--- src/rtl/seg_scan_if.sv ---
// seg_scan_if: host-side load bus and display outputs of the seven-segment scan controller
interface seg_scan_if;
  logic        load;
  logic [31:0] data_in;
  logic [7:0]  dp_in;
  logic [7:0]  en_in;
  logic        lz_blank_in;
  logic        pending;
  logic [7:0]  seg;
  logic [7:0]  sel;
  logic        frame_start;
  modport master (output load, data_in, dp_in, en_in, lz_blank_in,
                  input  pending, seg, sel, frame_start);
  modport slave  (input  load, data_in, dp_in, en_in, lz_blank_in,
                  output pending, seg, sel, frame_start);
endinterface

--- src/rtl/seg_scan_ctrl.sv ---
// seg_scan_ctrl: 8-digit seven-segment scanner; updates are double-buffered and committed only at frame boundaries
module seg_scan_ctrl #(
  parameter int CLOCK_FREQ = 50_000_000,
  parameter int SCAN_FREQ  = 1000
) (
  input  logic clk,
  input  logic reset,
  seg_scan_if.slave bus
);
  localparam int MCNT = CLOCK_FREQ / SCAN_FREQ - 1;
  localparam int CW = MCNT > 0 ? $clog2(MCNT + 1) : 1;
  localparam logic [15:0][6:0] HEX7 = {7'h0E, 7'h06, 7'h21, 7'h46, 7'h03, 7'h08, 7'h10, 7'h00,
                                       7'h78, 7'h02, 7'h12, 7'h19, 7'h30, 7'h24, 7'h79, 7'h40};

  function automatic logic [2:0] lsb(input logic [7:0] v);
    lsb = '0;
    for (int i = 7; i >= 0; i--) if (v[i]) lsb = 3'(i);
  endfunction

  logic [CW-1:0] cnt;
  logic [31:0] p_data, a_data, n_data;
  logic [7:0] p_dp, p_en, a_dp, a_en, n_dp, n_en, above;
  logic p_lz, a_lz, n_lz;
  logic [2:0] idx, nidx;
  logic [3:0] nib;
  logic tick, commit, wrap, blank;

  assign tick = cnt == CW'(MCNT);
  // The last enabled digit of the frame is the only point where new data may take over
  assign commit = tick && bus.pending && (a_en == 8'h00 || (a_en >> idx) == 8'h01);
  assign n_data = commit ? (bus.load ? bus.data_in : p_data) : a_data;
  assign n_dp = commit ? (bus.load ? bus.dp_in : p_dp) : a_dp;
  assign n_en = commit ? (bus.load ? bus.en_in : p_en) : a_en;
  assign n_lz = commit ? (bus.load ? bus.lz_blank_in : p_lz) : a_lz;
  assign above = n_en & (8'hFE << idx);
  assign wrap = commit || above == 8'h00;
  assign nidx = lsb(wrap ? n_en : above);
  assign nib = 4'(n_data >> {nidx, 2'b00});
  assign blank = n_lz && nidx != 3'd0 && !n_dp[nidx] && (n_data >> {nidx, 2'b00}) == 32'h0;

  always_ff @(posedge clk or posedge reset) begin
    if (reset) begin
      cnt <= '0;
      {p_data, p_dp, p_en, p_lz} <= '0;
      {a_data, a_dp, a_en, a_lz} <= '0;
      idx <= '0;
      bus.pending <= 1'b0;
      bus.seg <= 8'hFF;
      bus.sel <= 8'h00;
      bus.frame_start <= 1'b0;
    end else begin
      cnt <= tick ? '0 : cnt + 1'b1;
      bus.frame_start <= 1'b0;
      if (commit) begin
        {a_data, a_dp, a_en, a_lz} <= {n_data, n_dp, n_en, n_lz};
        bus.pending <= 1'b0;
      end else if (bus.load) begin
        {p_data, p_dp, p_en, p_lz} <= {bus.data_in, bus.dp_in, bus.en_in, bus.lz_blank_in};
        bus.pending <= 1'b1;
      end
      if (tick) begin
        idx <= nidx;
        bus.sel <= n_en == 8'h00 ? 8'h00 : 8'h01 << nidx;
        bus.seg <= (n_en == 8'h00 || blank) ? 8'hFF : {~n_dp[nidx], HEX7[nib]};
        bus.frame_start <= n_en != 8'h00 && wrap;
      end
    end
  end
endmodule

--- src/flat_wrapper.sv ---
// flat-port wrapper written by rule: the top's interface ports become plain ports
module seg_scan_ctrl_flat 
#(
  parameter int CLOCK_FREQ = 50_000_000,
  parameter int SCAN_FREQ  = 1000
)
  (clk, reset, bus_load, bus_data_in, bus_dp_in, bus_en_in, bus_lz_blank_in, bus_pending, bus_seg, bus_sel, bus_frame_start);
  seg_scan_if bus_i ();
  input  logic clk;
  input  logic reset;
  input wire logic [$bits(bus_i.load)-1:0] bus_load;
  input wire logic [$bits(bus_i.data_in)-1:0] bus_data_in;
  input wire logic [$bits(bus_i.dp_in)-1:0] bus_dp_in;
  input wire logic [$bits(bus_i.en_in)-1:0] bus_en_in;
  input wire logic [$bits(bus_i.lz_blank_in)-1:0] bus_lz_blank_in;
  output wire logic [$bits(bus_i.pending)-1:0] bus_pending;
  output wire logic [$bits(bus_i.seg)-1:0] bus_seg;
  output wire logic [$bits(bus_i.sel)-1:0] bus_sel;
  output wire logic [$bits(bus_i.frame_start)-1:0] bus_frame_start;
  assign bus_i.load = bus_load;
  assign bus_i.data_in = bus_data_in;
  assign bus_i.dp_in = bus_dp_in;
  assign bus_i.en_in = bus_en_in;
  assign bus_i.lz_blank_in = bus_lz_blank_in;
  assign bus_pending = bus_i.pending;
  assign bus_seg = bus_i.seg;
  assign bus_sel = bus_i.sel;
  assign bus_frame_start = bus_i.frame_start;
  seg_scan_ctrl #(.CLOCK_FREQ(CLOCK_FREQ), .SCAN_FREQ(SCAN_FREQ)) u_core (.clk(clk), .reset(reset), .bus(bus_i));
endmodule
--- config.mk ---
export PLATFORM = sky130hd
export DESIGN_NAME = seg_scan_ctrl_flat
export DESIGN_NICKNAME = d
export VERILOG_FILES = /design/src/rtl/seg_scan_if.sv /design/src/rtl/seg_scan_ctrl.sv /design/src/flat_wrapper.sv
export SDC_FILE = /design/constraint.sdc
export NUM_CORES = 1
export LEC_CHECK = 0
export CAP_MARGIN = 20
export CORE_MARGIN = 8
export CORE_UTILIZATION = 40
export CTS_BUF_LIST = sky130_fd_sc_hd__clkbuf_4 sky130_fd_sc_hd__clkbuf_8
export CTS_CLUSTER_SIZE = 12
export DETAILED_ROUTE_END_ITERATION = 8
export GPL_TIMING_DRIVEN = 0
export PLACE_DENSITY = 0.61
export SYNTH_ARGS = -nofsm -noshare
export SYNTH_HDL_FRONTEND = slang
export SYNTH_SLANG_ARGS = --single-unit
--- constraint.sdc ---
create_clock -name clk -period 10 [get_ports clk]
set_clock_uncertainty 0.2 [all_clocks]
set_input_delay 1 -clock clk [delete_from_list [all_inputs] [get_ports clk]]
set_output_delay 1 -clock clk [all_outputs]
set_load 0.03 [all_outputs]
==> impl_metrics.toml <==
[run_status]
outcome = "finished, final reports clean"

[route]
vias = 5886
vias_per_cell = 5.49
first_iter_violations = 439
final_antenna_net_count = 0
drc = 0
avgRoutedWirePerCell_um = 18.1
drt_pass1_iterations = 5
wirelength_um = 19400

[critical_path]
worstSetupPathType = "input pin to register"
path_cells = "clkbuf_1, clkbuf_1, mux2i_1, nor3_1, a21oi_1, nand3_1, nand2b_1, a31oi_2, o2111ai_2, buf_4, mux2i_1, mux4_2, ha_1, o2111ai_1, nor4_1, a31oi_1, a31oi_1"
cp.buffers_inverters = 3
slowest_stage = "a31oi_1"
path_max_fanout = 10
critPathLaunchType = "input pin"
path_delay_family = "compound AO/OA/AOI/OAI gates"
cp_slowest_stage_delay_ns = 0.62
worstPathArrival_ns = 5.86
required_ns = 10.14
end_kind = "register"

[pwr]
power_density_nw_per_um2 = 138
leakage_nw = 4.08
ir_worst_vdd_v = 0.0000731
power_mw = 1.25

[die]
die_x_um = 153
num_rows = 50
start_util_pct = 40.6
die_y_um = 153
die_area_um2 = 23500
io_pins = 70
core_um2 = 18600

[synth]
synth.top_cell.area_share_pct = 42.1
ys_types = 81
synth_most_common_cell = "dfrtp_1"
ys.flop_type = "dfrtp_1"
synthTopCellsByCount = "dfrtp_1, mux2i_1, nor2_1"
ys_warn_count = 0
avgSynthCellArea_um2 = 10.2
seq_area_frac_synth_pct = 44.9
synthArstFlopShare_pct = 100
synthCells = 738
synth_area_leaders = "dfrtp_1, mux2i_1, mux2_2, nor2_1, o21ai_0"
yosysTopAreaCell = "dfrtp_1"
synth_fp_nets = 797
ys_ff_latch = 135
synthesis.area_um2 = 7540
synth-edff-count = 0

[placement]
place_ws_ns = 3.82
portBuffers = 68
post-place-cells = 1041
dp_hpwl_um = 14400
gp_congestion = 0.934
place_area_um2 = 8550

[clock_network]
cts.reportedPaths.clkPinSlew_ns = 0.08
cts.repair.resized = 0
cts_buffers = 17
cts_tree = "done"
clock-sinks = 135
clk_latency_ns = 0.45
hold_buffers = 0
cts_root_buf = "clkbuf_8"
post_cts_buffers = 0
cts_buffer_depth = 2
h-tree-depth = 4

[hold_path]
hold_path.class = "register to register"

[timing]
rsz0062_at_grt = "false"
post-route-period-util_pct = 57.2
holdWs_ns = 0.262
finalMaxSlewViolations = 0
max_slew_margin_pct = 43.7
worst_pin_slew_ns = 0.844
fmax_mhz = 175
hold_viol_final = 0
setup_tns_ns = 0
setup_slack_ns = 4.28
fin_crit_ns = 5.72
finalSetupViolCount = 0

[grt]
antenna_found_initial = 0
gr-total-overflow = 0
grt_pass1_wl_um = 31800
grt_max_degree = 81
grt_use_total_pct = 16.8
grt_pass1_vias = 5825

[cells_and_area]
num_antenna_cells = 0
post-route-util_pct = 48.5
layout-drive-gt1-share_pct = 17.6
syn_to_final_growth_pct = 19.6
finalInstanceArea_um2 = 9020
final_net_count = 885
fin_cells = 1073

[job]
drv_cap = 0
==> logic make-up (layout without fill, tap and decap cells) <==
family / Yosys count / count (layout) / synth area share, %
simple gates: 228 / 228 / 15.5
flops: 135 / 135 / 44.9
xor+xnor: 14 / 14 / 1.63
fa+ha+maj: 7 / 7 / 1.16
mux: 128 / 128 / 18.3
buf+inv: 79 / 180 / 4.60
compound gates: 147 / 147 / 13.9
==> final timing paths <==
| check | cells after the start | start | slack, ns | to |
|---|---|---|---|---|
| max | 17 | bus_load | 4.28 | u_core.bus.seg[4] |
| min | 1 | u_core.cnt[0] | 0.26 | u_core.cnt[0] |
| max reg2reg | 20 | u_core.idx[0] | 4.42 | u_core.bus.seg[4] |
| min reg2reg | 1 | u_core.cnt[0] | 0.26 | u_core.cnt[0] |
| max in group asynchronous | 3 | reset | 8.03 | u_core.a_data[27] |
| min in group asynchronous | 2 | reset | 0.77 | u_core.a_en[7] |
==> where the power goes <==
part | leakage (nW) | internal, mW | total (mW) | switching (mW)
sequential | 1.54 | 0.574 | 0.586 | 0.0115
clock | 0.231 | 0.309 | 0.533 | 0.223
combinational | 2.31 | 0.0641 | 0.130 | 0.0662
total | 4.08 | 0.948 | 1.25 | 0.301
==> per-layer routing <==
layer / routed length (um) / vias up / part of all wire (%) / track usage [%]
li1: - / 2841 / - / -
met1: 9070 / 2867 / 47 / 22.5
met2: 9230 / 149 / 48 / 26.9
met3: 808 / 29 / 4.2 / 3.55
met4: 280 / 0 / 1.4 / 5.09
met5: 0 / - / 0 / 0
==> cells in the final DEF (no fill, tap or decap), types with 5 or more instances in the layout <==
cell type	Yosys	layout
a211oi_1	6	6
a21oi_1	32	32
a31oi_1	7	7
buf_2	13	13
bufinv_16	0	5
clkbuf_1	20	20
clkbuf_8	0	18
clkdlybuf4s50_1	0	68
dfrtp_1	127	127
dfstp_2	8	8
ha_1	7	7
inv_1	36	35
inv_6	0	5
mux2_2	58	58
mux2i_1	68	68
nand2_1	61	61
nand2b_1	10	10
nand3_1	21	21
nor2_1	67	67
nor2b_1	6	6
nor3_1	14	14
nor4_1	7	7
nor4b_1	5	5
o21ai_0	46	46
xnor2_1	5	5
xor2_1	9	9
==> state kept, by name (all words and copies together) (netlist names), 3 cells and up <==
name	cells
u_core.a_data	32
u_core.p_data	32
u_core.cnt	16
u_core.a_dp	8
u_core.a_en	8
u_core.bus.seg	8
u_core.bus.sel	8
u_core.p_dp	8
u_core.p_en	8
u_core.idx	3
==> final cells by class <==
cell class / count / area [um2]
multi-input cells: 524 / 3810
repair buffers: 69 / 708
fillers: 1722 / 9560
plain buffers: 42 / 208
clock buffers: 19 / 255
flip-flops and latches: 135 / 3390
well taps: 234 / 293
clock inverters: 13 / 214
inverters: 37 / 144
(Power assumes the default switching activity.)
